`config.mk`:
```
export PLATFORM = sky130hd
export DESIGN_NAME = ex_muldiv_ctrl
export DESIGN_NICKNAME = d
export VERILOG_FILES = /design/src/rtl/ex_muldiv_ctrl.sv
export SDC_FILE = /design/constraint.sdc
export NUM_CORES = 1
export LEC_CHECK = 0
export ABC_AREA = 1
export BUFFER_PORTS_ARGS = -buffer_cell sky130_fd_sc_hd__buf_2
export CAP_MARGIN = 10
export CELL_PAD_IN_SITES_DETAIL_PLACEMENT = 0
export CELL_PAD_IN_SITES_GLOBAL_PLACEMENT = 1
export CORE_MARGIN = 4
export CORE_UTILIZATION = 32
export CTS_CLUSTER_SIZE = 12
export DETAILED_ROUTE_END_ITERATION = 7
export PLACE_DENSITY = 0.79
export SLEW_MARGIN = 10
export SYNTH_ARGS = -nofsm -noshare
export SYNTH_HDL_FRONTEND = slang
export SYNTH_SLANG_ARGS = --single-unit
```
`constraint.sdc`:
```
create_clock -name clk -period 1.8 [get_ports clk]
set_clock_uncertainty 0.15 [all_clocks]
set_input_delay 0.18 -clock clk [delete_from_list [all_inputs] [get_ports clk]]
set_output_delay 0.18 -clock clk [all_outputs]
set_load 0.005 [all_outputs]
```
`src/rtl/ex_muldiv_ctrl.sv`:
```
// EX-stage sequencer for the multi-cycle multiplier and iterative divider.
// Optional result reuse cache enabled by defining MULDIV_REUSE_EN.
`ifndef OP_MUL
`define OP_MUL   8'h1c
`define OP_MULH  8'h1d
`define OP_MULHU 8'h1e
`define OP_DIV   8'h20
`define OP_MOD   8'h21
`define OP_DIVU  8'h22
`define OP_MODU  8'h23
`endif

module ex_muldiv_ctrl #(
    parameter int unsigned DATA_W = 32,
    parameter int unsigned OP_W   = 8
) (
    input  logic              clk,
    input  logic              rst,
    input  logic              req_valid,
    output logic              req_ready,
    input  logic [OP_W-1:0]   req_op,
    input  logic [DATA_W-1:0] req_a,
    input  logic [DATA_W-1:0] req_b,
    input  logic              flush,
    output logic              res_valid,
    input  logic              res_ready,
    output logic [DATA_W-1:0] res_data,
    output logic              busy,
    output logic              mul_start,
    output logic [OP_W-1:0]   mul_op,
    output logic [DATA_W-1:0] mul_a,
    output logic [DATA_W-1:0] mul_b,
    input  logic              mul_done,
    input  logic [DATA_W-1:0] mul_result,
    output logic              div_start,
    output logic              div_cancel,
    output logic [OP_W-1:0]   div_op,
    output logic [DATA_W-1:0] div_a,
    output logic [DATA_W-1:0] div_b,
    input  logic              div_done,
    input  logic [DATA_W-1:0] div_result
);

    typedef enum logic [2:0] {
        S_IDLE, S_MUL_WAIT, S_DIV_WAIT, S_DRAIN, S_DONE
    } state_e;

    state_e            state_q, state_d;
    logic [OP_W-1:0]   op_q, op_d;
    logic [DATA_W-1:0] a_q, a_d, b_q, b_d;
    logic              short_q, short_d;
    logic [DATA_W-1:0] short_res_q, short_res_d;
    logic [DATA_W-1:0] res_data_q, res_data_d;
    logic              res_valid_q, res_valid_d;
    logic              busy_q, busy_d;
    logic              mul_start_q, mul_start_d;
    logic              div_start_q, div_start_d;
    logic              div_cancel_q, div_cancel_d;

    logic              accept_c, is_mul_c, is_div_c, is_mod_c;
    logic              hit_c;
    logic [DATA_W-1:0] hit_res_c;

    assign req_ready = (state_q == S_IDLE) & ~flush & ~rst;
    assign accept_c  = req_valid & req_ready;

    assign is_mul_c = (req_op == OP_W'(`OP_MUL)) | (req_op == OP_W'(`OP_MULH)) |
                      (req_op == OP_W'(`OP_MULHU));
    assign is_mod_c = (req_op == OP_W'(`OP_MOD)) | (req_op == OP_W'(`OP_MODU));
    assign is_div_c = is_mod_c | (req_op == OP_W'(`OP_DIV)) | (req_op == OP_W'(`OP_DIVU));

    // Zero-divisor results and cache hits park one cycle in DIV_WAIT (short_q)
    // so every local result behaves like a unit with zero latency.
    always_comb begin
        state_d      = state_q;
        op_d         = op_q;
        a_d          = a_q;
        b_d          = b_q;
        short_d      = short_q;
        short_res_d  = short_res_q;
        res_data_d   = res_data_q;
        mul_start_d  = 1'b0;
        div_start_d  = 1'b0;
        div_cancel_d = 1'b0;
        case (state_q)
            S_IDLE: begin
                if (accept_c) begin
                    op_d    = req_op;
                    a_d     = req_a;
                    b_d     = req_b;
                    short_d = 1'b0;
                    if ((is_mul_c | is_div_c) & hit_c) begin
                        state_d     = S_DIV_WAIT;
                        short_d     = 1'b1;
                        short_res_d = hit_res_c;
                    end else if (is_mul_c) begin
                        state_d     = S_MUL_WAIT;
                        mul_start_d = 1'b1;
                    end else if (is_div_c && req_b == '0) begin
                        state_d     = S_DIV_WAIT;
                        short_d     = 1'b1;
                        short_res_d = is_mod_c ? req_a : '0;
                    end else if (is_div_c) begin
                        state_d     = S_DIV_WAIT;
                        div_start_d = 1'b1;
                    end
                end
            end
            S_MUL_WAIT: begin
                if (flush) begin
                    state_d = mul_done ? S_IDLE : S_DRAIN;
                end else if (mul_done) begin
                    state_d    = S_DONE;
                    res_data_d = mul_result;
                end
            end
            S_DIV_WAIT: begin
                if (flush) begin
                    state_d      = S_IDLE;
                    div_cancel_d = ~short_q;
                end else if (short_q) begin
                    state_d    = S_DONE;
                    res_data_d = short_res_q;
                end else if (div_done) begin
                    state_d    = S_DONE;
                    res_data_d = div_result;
                end
            end
            S_DRAIN: begin
                if (mul_done) state_d = S_IDLE;
            end
            S_DONE: begin
                if (flush | res_ready) state_d = S_IDLE;
            end
            default: state_d = S_IDLE;
        endcase
        res_valid_d = (state_d == S_DONE);
        busy_d      = (state_d != S_IDLE);
    end

    always_ff @(posedge clk) begin
        if (rst) begin
            state_q      <= S_IDLE;
            op_q         <= '0;
            a_q          <= '0;
            b_q          <= '0;
            short_q      <= 1'b0;
            short_res_q  <= '0;
            res_data_q   <= '0;
            res_valid_q  <= 1'b0;
            busy_q       <= 1'b0;
            mul_start_q  <= 1'b0;
            div_start_q  <= 1'b0;
            div_cancel_q <= 1'b0;
        end else begin
            state_q      <= state_d;
            op_q         <= op_d;
            a_q          <= a_d;
            b_q          <= b_d;
            short_q      <= short_d;
            short_res_q  <= short_res_d;
            res_data_q   <= res_data_d;
            res_valid_q  <= res_valid_d;
            busy_q       <= busy_d;
            mul_start_q  <= mul_start_d;
            div_start_q  <= div_start_d;
            div_cancel_q <= div_cancel_d;
        end
    end

`ifdef MULDIV_REUSE_EN
    logic              cache_vld_q, cache_vld_d;
    logic [OP_W-1:0]   cache_op_q, cache_op_d;
    logic [DATA_W-1:0] cache_a_q, cache_a_d, cache_b_q, cache_b_d;
    logic [DATA_W-1:0] cache_res_q, cache_res_d;

    assign hit_c     = cache_vld_q & (cache_op_q == req_op) &
                       (cache_a_q == req_a) & (cache_b_q == req_b);
    assign hit_res_c = cache_res_q;

    // Every non-flushed entry into DONE refreshes the cache with the in-flight op.
    always_comb begin
        cache_vld_d = cache_vld_q;
        cache_op_d  = cache_op_q;
        cache_a_d   = cache_a_q;
        cache_b_d   = cache_b_q;
        cache_res_d = cache_res_q;
        if (state_d == S_DONE && state_q != S_DONE) begin
            cache_vld_d = 1'b1;
            cache_op_d  = op_q;
            cache_a_d   = a_q;
            cache_b_d   = b_q;
            cache_res_d = res_data_d;
        end
    end

    always_ff @(posedge clk) begin
        if (rst) begin
            cache_vld_q <= 1'b0;
            cache_op_q  <= '0;
            cache_a_q   <= '0;
            cache_b_q   <= '0;
            cache_res_q <= '0;
        end else begin
            cache_vld_q <= cache_vld_d;
            cache_op_q  <= cache_op_d;
            cache_a_q   <= cache_a_d;
            cache_b_q   <= cache_b_d;
            cache_res_q <= cache_res_d;
        end
    end
`else
    assign hit_c     = 1'b0;
    assign hit_res_c = '0;
`endif

    assign res_valid  = res_valid_q;
    assign res_data   = res_data_q;
    assign busy       = busy_q;
    assign mul_start  = mul_start_q;
    assign div_start  = div_start_q;
    assign div_cancel = div_cancel_q;
    assign mul_op     = op_q;
    assign mul_a      = a_q;
    assign mul_b      = b_q;
    assign div_op     = op_q;
    assign div_a      = a_q;
    assign div_b      = b_q;

endmodule

```
==> impl_metrics.tcl, run 1 <==
set metrics [dict create \
    fin_cells 1578 \
    synth_edf_count 0 \
    die_h_um 154 \
    place_congestion 0.823 \
    yosysWarnings 0 \
    hp-start "mul_done" \
    syn_avg_cell_area_um2 7.26 \
    io_buffers 324 \
    synth-main-ff-cell "dfxtp_1" \
    grt_overflow 0 \
    drtIter0Drc 412 \
    p_leak_nw 4.85 \
    routedWlPerCell_um 15.3 \
    layout_common_cells "buf_2, nor2_1, dfxtp_1" \
    drt-vias-per-instance 4.63 \
    whs_path_depth 6 \
    path_class "input port to flop" \
    die_w_um 154 \
    rr_worst_depth 9 \
    core_um2 21000 \
    grt_pass1_vias 6953 \
    multi_input_area_um2 3020 \
    detail-route-antenna-nets 0 \
    crit_path_cell_trace "dlygate4sd3_1, buf_2, inv_2, nand2_4, nor2_4, nand2_4, nor2_4, buf_12, buf_6, a21oi_1, nor2_1" \
    startpoint_type "input port" \
    netlist_area_um2 6850 \
    cts.reportedPaths.clkPinSlew_ps 70 \
    ff2ff_setup_slack_ps 60 \
    power.density_nw_per_um2 800 \
    setup_viol 0 \
    cpPeakStageDelay_ps 550 \
    syn_nets 1086 \
    diodes 0 \
    rr_endpoint "short_res_q[16]$_SDFFE_PP0P_" \
    hpwl_mm 16.3 \
    finalSetupTns_ps 0 \
    grt_pass1_wl_mm 36.0 \
    finalCritPeriodShare 0.996 \
    async_flop_share 0 \
    clock_sinks 145 \
    final_common_cell "buf_2" \
    clock_latency_ps 420 \
    finalCriticalPeriod_ps 1790 \
    rr_startpoint "state_q[2]$_SDFF_PP0_" \
    cts_root_buf "clkbuf_16" \
    cp.arrival_ps 1990 \
    grt_max_degree 139 \
    drive_gt1_frac 0.330 \
    ys_types 25 \
    hold_class "input port to flop" \
    startpoint "flush" \
    outcome "finished, final reports clean" \
    area_growth_syn_to_layout_pct 48.5 \
    worstSetupEndpointType "flop" \
    drc 0 \
    cts_tree "built" \
    placed_cell_area_um2 8200 \
    via_count 7305 \
    ff_latch_area_um2 2910 \
    routed_wl_mm 24.2 \
    finalHoldViolCount 0 \
    slew_violations 0 \
    vdd_drop_max_v 0.000553 \
    path_max_fanout 12 \
    syn_inst 943 \
    dieArea_um2 23800 \
    placedCellCount 1427 \
    ys_ff_latch 145 \
    holdWs_ps 12.6 \
    num_rows 53 \
    final_core_util 0.484 \
    cts.htree.levels 4 \
    cts-buffers-inserted 17 \
    antenna_found_initial 0 \
    hold_path_end "state_q[0]$_SDFF_PP0_" \
    start_util 0.326 \
    slew_headroom 0.633 \
    fillCellCount 2133 \
    ios 325 \
    synth-seq-area-share 0.424 \
    track_usage 0.186 \
    clockBufferDepth 2 \
    max_freq_mhz 558 \
    first_pass_iters 5 \
    crit_slowest_cell "dlygate4sd3_1" \
    cap_violations 0 \
    required_ps 2000 \
    nets 1433 \
    finish.instance_area_um2 10200 \
    worstMarginPinSlew_ps 551 \
]
==> worst max-delay path: cells and delay by family <==
family / cells / cell delay (ps)
AO/OA/AOI/OAI: 1 / 80
buffers and inverters: 5 / 1090
AND/OR/NAND/NOR: 5 / 640
==> registers in the layout, summed over array words and instances (netlist names) <==
signal	cells
busy	1
res_valid	1
short_res_q	32
state_q	3
div_a	32
short_q	1
mul_start	1
div_cancel	1
div_b	32
div_start	1
res_data	32
div_op	8
==> power breakdown <==
part,total [mW],internal [mW],switching (mW),leakage (nW)
registers,3.36,3.29,0.0695,1.18
clock network,3.84,2.40,1.44,0.305
logic,0.934,0.503,0.432,3.37
==> how the worst max path moves through the flow <==
stage | slack (ps) | end | cells past startpoint
global route | -20 | short_res_q[16]$_SDFFE_PP0P_ | 11
finish | 7 | short_res_q[16]$_SDFFE_PP0P_ | 11
floorplan | 280 | short_res_q[16]$_SDFFE_PP0P_ | 10
global placement | 90 | short_res_q[29]$_SDFFE_PP0P_ | 10
CTS | 5 | short_res_q[29]$_SDFFE_PP0P_ | 11
detailed placement | 50 | short_res_q[21]$_SDFFE_PP0P_ | 8
==> routing by layer <==
layer	track usage	share of wire
met4	0.0563	0.017
met1	0.229	0.43
met2	0.328	0.50
met5	0	0
met3	0.0347	0.057
==> area by class of cell <==
class | count | area share
Sequential cell | 145 | 0.286
Clock buffer | 19 | 0.0445
Inverter | 19 | 0.00738
Tap cell | 275 | 0.0338
Timing Repair Buffer | 468 | 0.314
Clock inverter | 13 | 0.0181
Multi-Input combinational cell | 639 | 0.297
==> cells in the mapped netlist (2+ instances only) <==
library cell / count / area (um2)
mux2i_1: 31 / 310
nor2_2: 13 / 81.3
o21ai_0: 129 / 646
nand2_1: 89 / 334
a21oi_1: 35 / 175
o211ai_1: 2 / 15.0
buf_6: 11 / 124
inv_2: 2 / 7.51
dfxtp_1: 145 / 2900
nand3_1: 71 / 355
nor2_1: 255 / 957
clkbuf_2: 2 / 10.0
inv_1: 16 / 60.1
buf_4: 73 / 548
o21ai_1: 8 / 40.0
nand2_2: 2 / 12.5
buf_2: 19 / 95.1
clkbuf_1: 33 / 124
==> per-stage QoR <==
step / setup WS (ps) / power [mW]
after detailed placement: 46.6 / 4.18
final: 6.97 / 8.13
after CTS: 5.27 / 8.21
after floorplan: 283 / 3.85
after global placement: 87.6 / 4.18
after global routing: -22.8 / 8.47
==> cells by family (layout without fill, tap and decap cells) <==
logic type             Yosys count  in the layout  synth area share
multiplexers                    31             31            0.0453
AO/OA/AOI/OAI                  174            174             0.128
flip-flops                     145            145             0.424
buffers and inverters          159            519             0.145
AND/OR/NAND/NOR                434            434             0.258
==> timing repair <==
item                                    in CTS  in global routing
endpoints found under the hold margin      113                  0
resized for setup                            0                 21
endpoints found under the setup margin       0                134
buffers inserted                             0                  6
hold buffers                               106                  0
(Power assumes the default switching activity.)
==> run 2: changes to the inputs <==
--- a/config.mk
+++ b/config.mk
@@ -14,8 +14,10 @@
 export CORE_UTILIZATION = 32
 export CTS_CLUSTER_SIZE = 12
 export DETAILED_ROUTE_END_ITERATION = 7
+export HOLD_SLACK_MARGIN = 0.05
 export PLACE_DENSITY = 0.79
 export SLEW_MARGIN = 10
 export SYNTH_ARGS = -nofsm -noshare
 export SYNTH_HDL_FRONTEND = slang
 export SYNTH_SLANG_ARGS = --single-unit
+export TNS_END_PERCENT = 30
==> run 2 against run 1 <==
Compared with the run above: design area rose by 2.4%; largest power group unchanged; critical endpoint unchanged; wire length is 1.7% higher; largest cell class unchanged; setup slack worse by 2.1 ps; sequential share of layout area fell by 0.66 points; die area stayed put; critical path depth stayed put.
==> impl_metrics.tcl, run 2 (same netlist as run 1, synthesis figures left out) <==
set metrics [dict create \
    worstSetupEndpointType "flop" \
    setup_viol 0 \
    hp-start "div_result[9]" \
    grt_overflow 0 \
    placed_cell_area_um2 8200 \
    slew_headroom 0.635 \
    path_class "input port to flop" \
    routed_wl_mm 24.6 \
    finalHoldViolCount 0 \
    start_util 0.326 \
    finalCritPeriodShare 0.997 \
    vdd_drop_max_v 0.000553 \
    track_usage 0.188 \
    dieArea_um2 23800 \
    die_h_um 154 \
    place_congestion 0.823 \
    nets 1456 \
    cp.arrival_ps 1990 \
    cap_violations 0 \
    antenna_found_initial 0 \
    diodes 0 \
    cts_root_buf "clkbuf_16" \
    via_count 7449 \
    grt_max_degree 139 \
    cts.reportedPaths.clkPinSlew_ps 60 \
    drc 0 \
    num_rows 53 \
    drtIter0Drc 433 \
    first_pass_iters 5 \
    worstMarginPinSlew_ps 548 \
    required_ps 1990 \
    cts_tree "built" \
    power.density_nw_per_um2 784 \
    hpwl_mm 16.3 \
    grt_pass1_wl_mm 36.6 \
    ff2ff_setup_slack_ps 40 \
    ios 325 \
    rr_endpoint "short_res_q[16]$_SDFFE_PP0P_" \
    cts-buffers-inserted 17 \
    area_growth_syn_to_layout_pct 52.0 \
    rr_worst_depth 9 \
    finalCriticalPeriod_ps 1800 \
    path_max_fanout 12 \
    detail-route-antenna-nets 0 \
    final_common_cell "buf_2" \
    layout_common_cells "buf_2, nor2_1, dfxtp_1" \
    cts.htree.levels 4 \
    drive_gt1_frac 0.324 \
    core_um2 21000 \
    power.total_mw 8.16 \
    grt_pass1_vias 7029 \
    clock_sinks 145 \
    hold_class "input port to flop" \
    max_freq_mhz 557 \
    whs_path_depth 5 \
    clockBufferDepth 2 \
    outcome "finished, final reports clean" \
    die_w_um 154 \
    startpoint_type "input port" \
    io_buffers 324 \
    slew_violations 0 \
    finish.instance_area_um2 10400 \
    routedWlPerCell_um 15.4 \
    rr_startpoint "state_q[2]$_SDFF_PP0_" \
    drt-vias-per-instance 4.65 \
    hold_path_end "res_data[9]$_SDFFE_PP0P_" \
    clock_latency_ps 420 \
    p_leak_nw 4.95 \
]
==> run 2: cell count changes in the layout (fill, tap and decap cells not counted), sizes merged <==
| cell | before | now |
|---|---|---|
| dlygate4sd3 | 106 | 128 |
| clkbuf | 23 | 24 |
==> run 2: how the worst max path moves through the flow <==
| stage | startpoint | end | slack [ps] | cells past startpoint |
|---|---|---|---|---|
| 2_1_floorplan | state_q[0]$_SDFF_PP0_ | short_res_q[16]$_SDFFE_PP0P_ | 280 | 10 |
| 3_3_place_gp | req_b[28] | short_res_q[29]$_SDFFE_PP0P_ | 90 | 10 |
| 3_5_place_dp | req_op[7] | short_res_q[21]$_SDFFE_PP0P_ | 50 | 8 |
| 4_1_cts | req_b[27] | short_res_q[29]$_SDFFE_PP0P_ | 5 | 11 |
| 5_1_grt | rst | short_res_q[16]$_SDFFE_PP0P_ | -20 | 11 |
| 6_report | rst | short_res_q[16]$_SDFFE_PP0P_ | 5 | 11 |
==> run 2: per-layer routing <==
layer  part of all wire  vias to the layer above  routed length, um  track usage
met2               0.49                      268              12100        0.333
met5                  0                        -                  0            0
met4              0.020                        0                484       0.0597
met1               0.43                     3407              10700        0.232
met3              0.055                       38               1370       0.0341
li1                   -                     3736                  -            -
==> run 2: stage by stage <==
stage / cells / hold WS, ps / util / setup TNS, ps / worst slack, ps
after floorplan: 943 / 99.1 / - / 0 / 283
final: 1601 / 60.8 / 0.495 / 0 / 4.92
after detailed placement: 1427 / 235 / 0.390 / 0 / 46.6
after global routing: 1601 / 94.3 / 0.495 / -46.1 / -15.5
after CTS: 1587 / 51.0 / 0.481 / 0 / 5.27
after global placement: 1427 / 233 / 0.390 / 0 / 87.6
==> run 2: power breakdown <==
part / switching (mW) / internal (mW)
Clock: 1.44 / 2.40
Sequential: 0.0692 / 3.29
Combinational: 0.436 / 0.532
Total: 1.94 / 6.22
==> run 2: worst max-delay path, stage by stage <==
cell and delay (ps):
dlygate4sd3_1 520, buf_2 140, clkinv_2 70, nand2_2 80, nor2_4 120, nand2_4 100, nor2_4 240, buf_12 150
buf_6 160, a21oi_1 80, nor2_1 140
==> run 2: cell type report <==
type / instances / area [um2]
clock inverter: 13 / 184
tap: 275 / 344
clock buffer: 19 / 453
sequential: 145 / 2910
inverter: 19 / 75.1
multi-input combinational: 639 / 3010
fill: 2100 / 10600
timing repair buffer: 491 / 3440
==> run 2: what timing repair did <==
| item | in CTS | in global routing |
|---|---|---|
| resized for setup | 0 | 18 |
| hold endpoints to repair | 141 | 0 |
| setup buffers | 0 | 6 |
| endpoints found under the setup margin | 0 | 129 |
| hold buffers | 128 | 0 |
==> run 3: changes to the inputs <==
--- a/config.mk
+++ b/config.mk
@@ -5,7 +5,6 @@
 export SDC_FILE = /design/constraint.sdc
 export NUM_CORES = 1
 export LEC_CHECK = 0
-export ABC_AREA = 1
 export BUFFER_PORTS_ARGS = -buffer_cell sky130_fd_sc_hd__buf_2
 export CAP_MARGIN = 10
 export CELL_PAD_IN_SITES_DETAIL_PLACEMENT = 0
@@ -15,7 +14,7 @@
 export CTS_CLUSTER_SIZE = 12
 export DETAILED_ROUTE_END_ITERATION = 7
 export HOLD_SLACK_MARGIN = 0.05
-export PLACE_DENSITY = 0.79
+export PLACE_DENSITY = 0.78
 export SLEW_MARGIN = 10
 export SYNTH_ARGS = -nofsm -noshare
 export SYNTH_HDL_FRONTEND = slang
==> constraint.sdc (replaced) <==
create_clock -name clk -period 2 [get_ports clk]
set_clock_uncertainty 0.15 [all_clocks]
set_input_delay 0.2 -clock clk [delete_from_list [all_inputs] [get_ports clk]]
set_output_delay 0.2 -clock clk [all_outputs]
set_load 0.005 [all_outputs]
==> run 3 against run 2 <==
Compared with the run above: the flow now finishes with violations (setup timing); final cell count fell by 9.6%; synthesized cell count fell by 15%; power fell by 17%; combinational power fell by 26%; non-clock buffer count fell by 14; clock-buffer cell count fell by 1; highest routed layer is now met5.
==> impl_metrics.tcl, run 3 <==
set metrics [dict create \
    rr_startpoint "state_q[1]$_SDFF_PP0_" \
    die_w_um 152 \
    dieArea_um2 23000 \
    outcome "finished with violations" \
    final_common_cell "buf_2" \
    antenna_found_initial 1 \
    synthTopCellsByCount "nand2_1, dfxtp_1, a21oi_1" \
    crit_slowest_cell "or4_4" \
    synth_top_area_frac 0.440 \
    io_buffers 324 \
    ys_types 31 \
    place_congestion 0.842 \
    cp_num_cells 5 \
    detail-route-antenna-nets 0 \
    critPathBufInv 1 \
    finalHoldViolCount 0 \
    via_count 6832 \
    num_rows 52 \
    cts_tree "built" \
    finalSetupTns_ps -11710 \
    synth_mux_area_frac 0.0986 \
    finalCriticalPeriod_ps 2320 \
    path_max_fanout 8 \
    fillCellCount 1968 \
    core_um2 20200 \
    hold_class "input port to flop" \
    worstSetupEndpointType "flop" \
    async_flop_share 0 \
    power.density_nw_per_um2 680 \
    hpwl_mm 16.4 \
    die_h_um 152 \
    synth_top_family_by_area "simple AND/OR/NAND/NOR gates" \
    drt-vias-per-instance 4.72 \
    place_ws_ps -546 \
    yosysTopAreaCell "dfxtp_1" \
    synth_area_leaders "dfxtp_1, nand2_1, mux2i_1" \
    ff_latch_area_um2 2910 \
    grt_pass1_vias 6649 \
    layout_common_cells "buf_2, nand2_1, dfxtp_1" \
    cap_violations 0 \
    area_growth_syn_to_layout_pct 50.5 \
    syn_avg_cell_area_um2 8.23 \
    finish.instance_area_um2 9930 \
    grt_setup_unrepaired "yes" \
    ys_ff_latch 145 \
    syn_nets 945 \
    cp.arrival_ps 2460 \
    multi_input_area_um2 2930 \
    path_class "flop to flop" \
    slew_headroom 0.430 \
    track_usage 0.203 \
    syn_inst 802 \
    required_ps 2150 \
    cts.htree.levels 4 \
    drc 0 \
    post_cts_buffers 0 \
    finalCritPeriodShare 1.16 \
    clockBufferDepth 2 \
    drtIter0Drc 336 \
    placed_cell_area_um2 8190 \
    clock_latency_ps 410 \
    cts.reportedPaths.clkPinSlew_ps 60 \
    grt_pass1_wl_mm 36.5 \
    crit_path_cell_trace "or4_4, or2_4, or4_4, buf_16, mux2i_1" \
    rr_endpoint "short_res_q[27]$_SDFFE_PP0P_" \
    cp_common_cell "or4_4" \
    yosys.area_share.simple 0.186 \
    cts-buffers-inserted 17 \
    synth-seq-area-share 0.440 \
    routed_wl_mm 24.4 \
    cts_root_buf "clkbuf_16" \
    ff2ff_setup_slack_ps -320 \
    synth_xor_area_frac 0 \
    rr_worst_depth 5 \
    clock_sinks 145 \
    violations "setup timing" \
    power.total_mw 6.75 \
    startpoint "state_q[1]$_SDFF_PP0_" \
    synth_compound_area_frac 0.154 \
    diodes 0 \
    layout_setup_ws_ps -318 \
    synth_edf_count 0 \
    grt_overflow 0 \
    grt_max_degree 79 \
    cp-endpoint "short_res_q[27]$_SDFFE_PP0P_" \
    synthAdderAreaFrac 0 \
    startpoint_type "flop" \
    p_leak_nw 4.49 \
    yosysWarnings 0 \
    nets 1307 \
    drive_gt1_frac 0.353 \
    slew_violations 0 \
    max_freq_mhz 431 \
    ios 325 \
    netlist_area_um2 6600 \
    start_util 0.326 \
    synth-main-ff-cell "dfxtp_1" \
    routedWlPerCell_um 16.9 \
    cp_top_family "simple AND/OR/NAND/NOR gates" \
    first_pass_iters 5 \
    setup_viol 86 \
    worstMarginPinSlew_ps 856 \
    vdd_drop_max_v 0.000506 \
    cpPeakStageDelay_ps 630 \
    final_core_util 0.491 \
    synth_most_common_cell "nand2_1" \
]
## run 3: changes by cell type after synthesis, sizes merged, moves of 34 or more
cell    delta
a21oi     +70
nor2     -259
o21ai    -104
nand2b    +35
mux2i     +34
nand3     -71
nand2    +118
## run 3: power breakdown
part	internal (mW)	total, mW	switching [mW]
registers	2.94	2.98	0.0409
clock network	1.73	3.05	1.33
logic	0.397	0.721	0.324
total	5.06	6.75	1.69
## run 3: repair_timing
action                                 in CTS  in global routing
hold buffers                              105                  1
resized for setup                           7                  0
endpoints found under the hold margin     137                  1
setup endpoints to repair                 106                107
pin swaps                                   1                  0
cloned                                      4                  0
## run 3: through the flow
| step | instances | hold slack, ps |
|---|---|---|
| 2_1_floorplan | 802 | 186 |
| 3_3_place_gp | 1305 | 303 |
| 3_5_place_dp | 1305 | 310 |
| 4_1_cts | 1446 | 54.7 |
| 5_1_grt | 1447 | 57.2 |
| 6_report | 1447 | 77.9 |
## run 3: kinds of logic (layout without fill, tap and decap cells)
group,Yosys count,count (layout)
flops,145,145
compound gates,176,176
buf+inv,135,510
simple gates,281,281
mux,65,65
## run 3: how the worst min path moves through the flow
stage,end,start,depth (start not counted),slack (ps)
final,res_valid$_SDFF_PP0_,flush,4,80
after global routing,res_data[7]$_SDFFE_PP0P_,mul_result[7],3,60
after CTS,res_valid$_SDFF_PP0_,flush,4,50
after detailed placement,div_b[8]$_SDFFE_PP0P_,req_b[8],3,310
after global placement,div_op[4]$_SDFFE_PP0P_,div_op[4]$_SDFFE_PP0P_,2,300
after floorplan,div_a[0]$_SDFFE_PP0P_,req_a[0],2,190
## run 3: layout make-up
type	count	area share
Clock buffer	18	0.0432
Timing Repair Buffer	477	0.322
Inverter	1	0.000378
Tap cell	270	0.0340
Sequential cell	145	0.293
Multi-Input combinational cell	522	0.295
Clock inverter	14	0.0130
## run 3: routing by layer
| layer | wire, um | global-route usage | vias up |
|---|---|---|---|
| li1 | - | - | 3399 |
| met1 | 10700 | 0.267 | 3179 |
| met2 | 11900 | 0.342 | 225 |
| met3 | 1350 | 0.0384 | 27 |
| met4 | 419 | 0.0544 | 2 |
| met5 | 7 | 0 | - |
## run 3: worst min-delay path, cell delays in order
cell and delay, ps:
buf_2 90, buf_4 130, or2_2 130, nor2_1 40
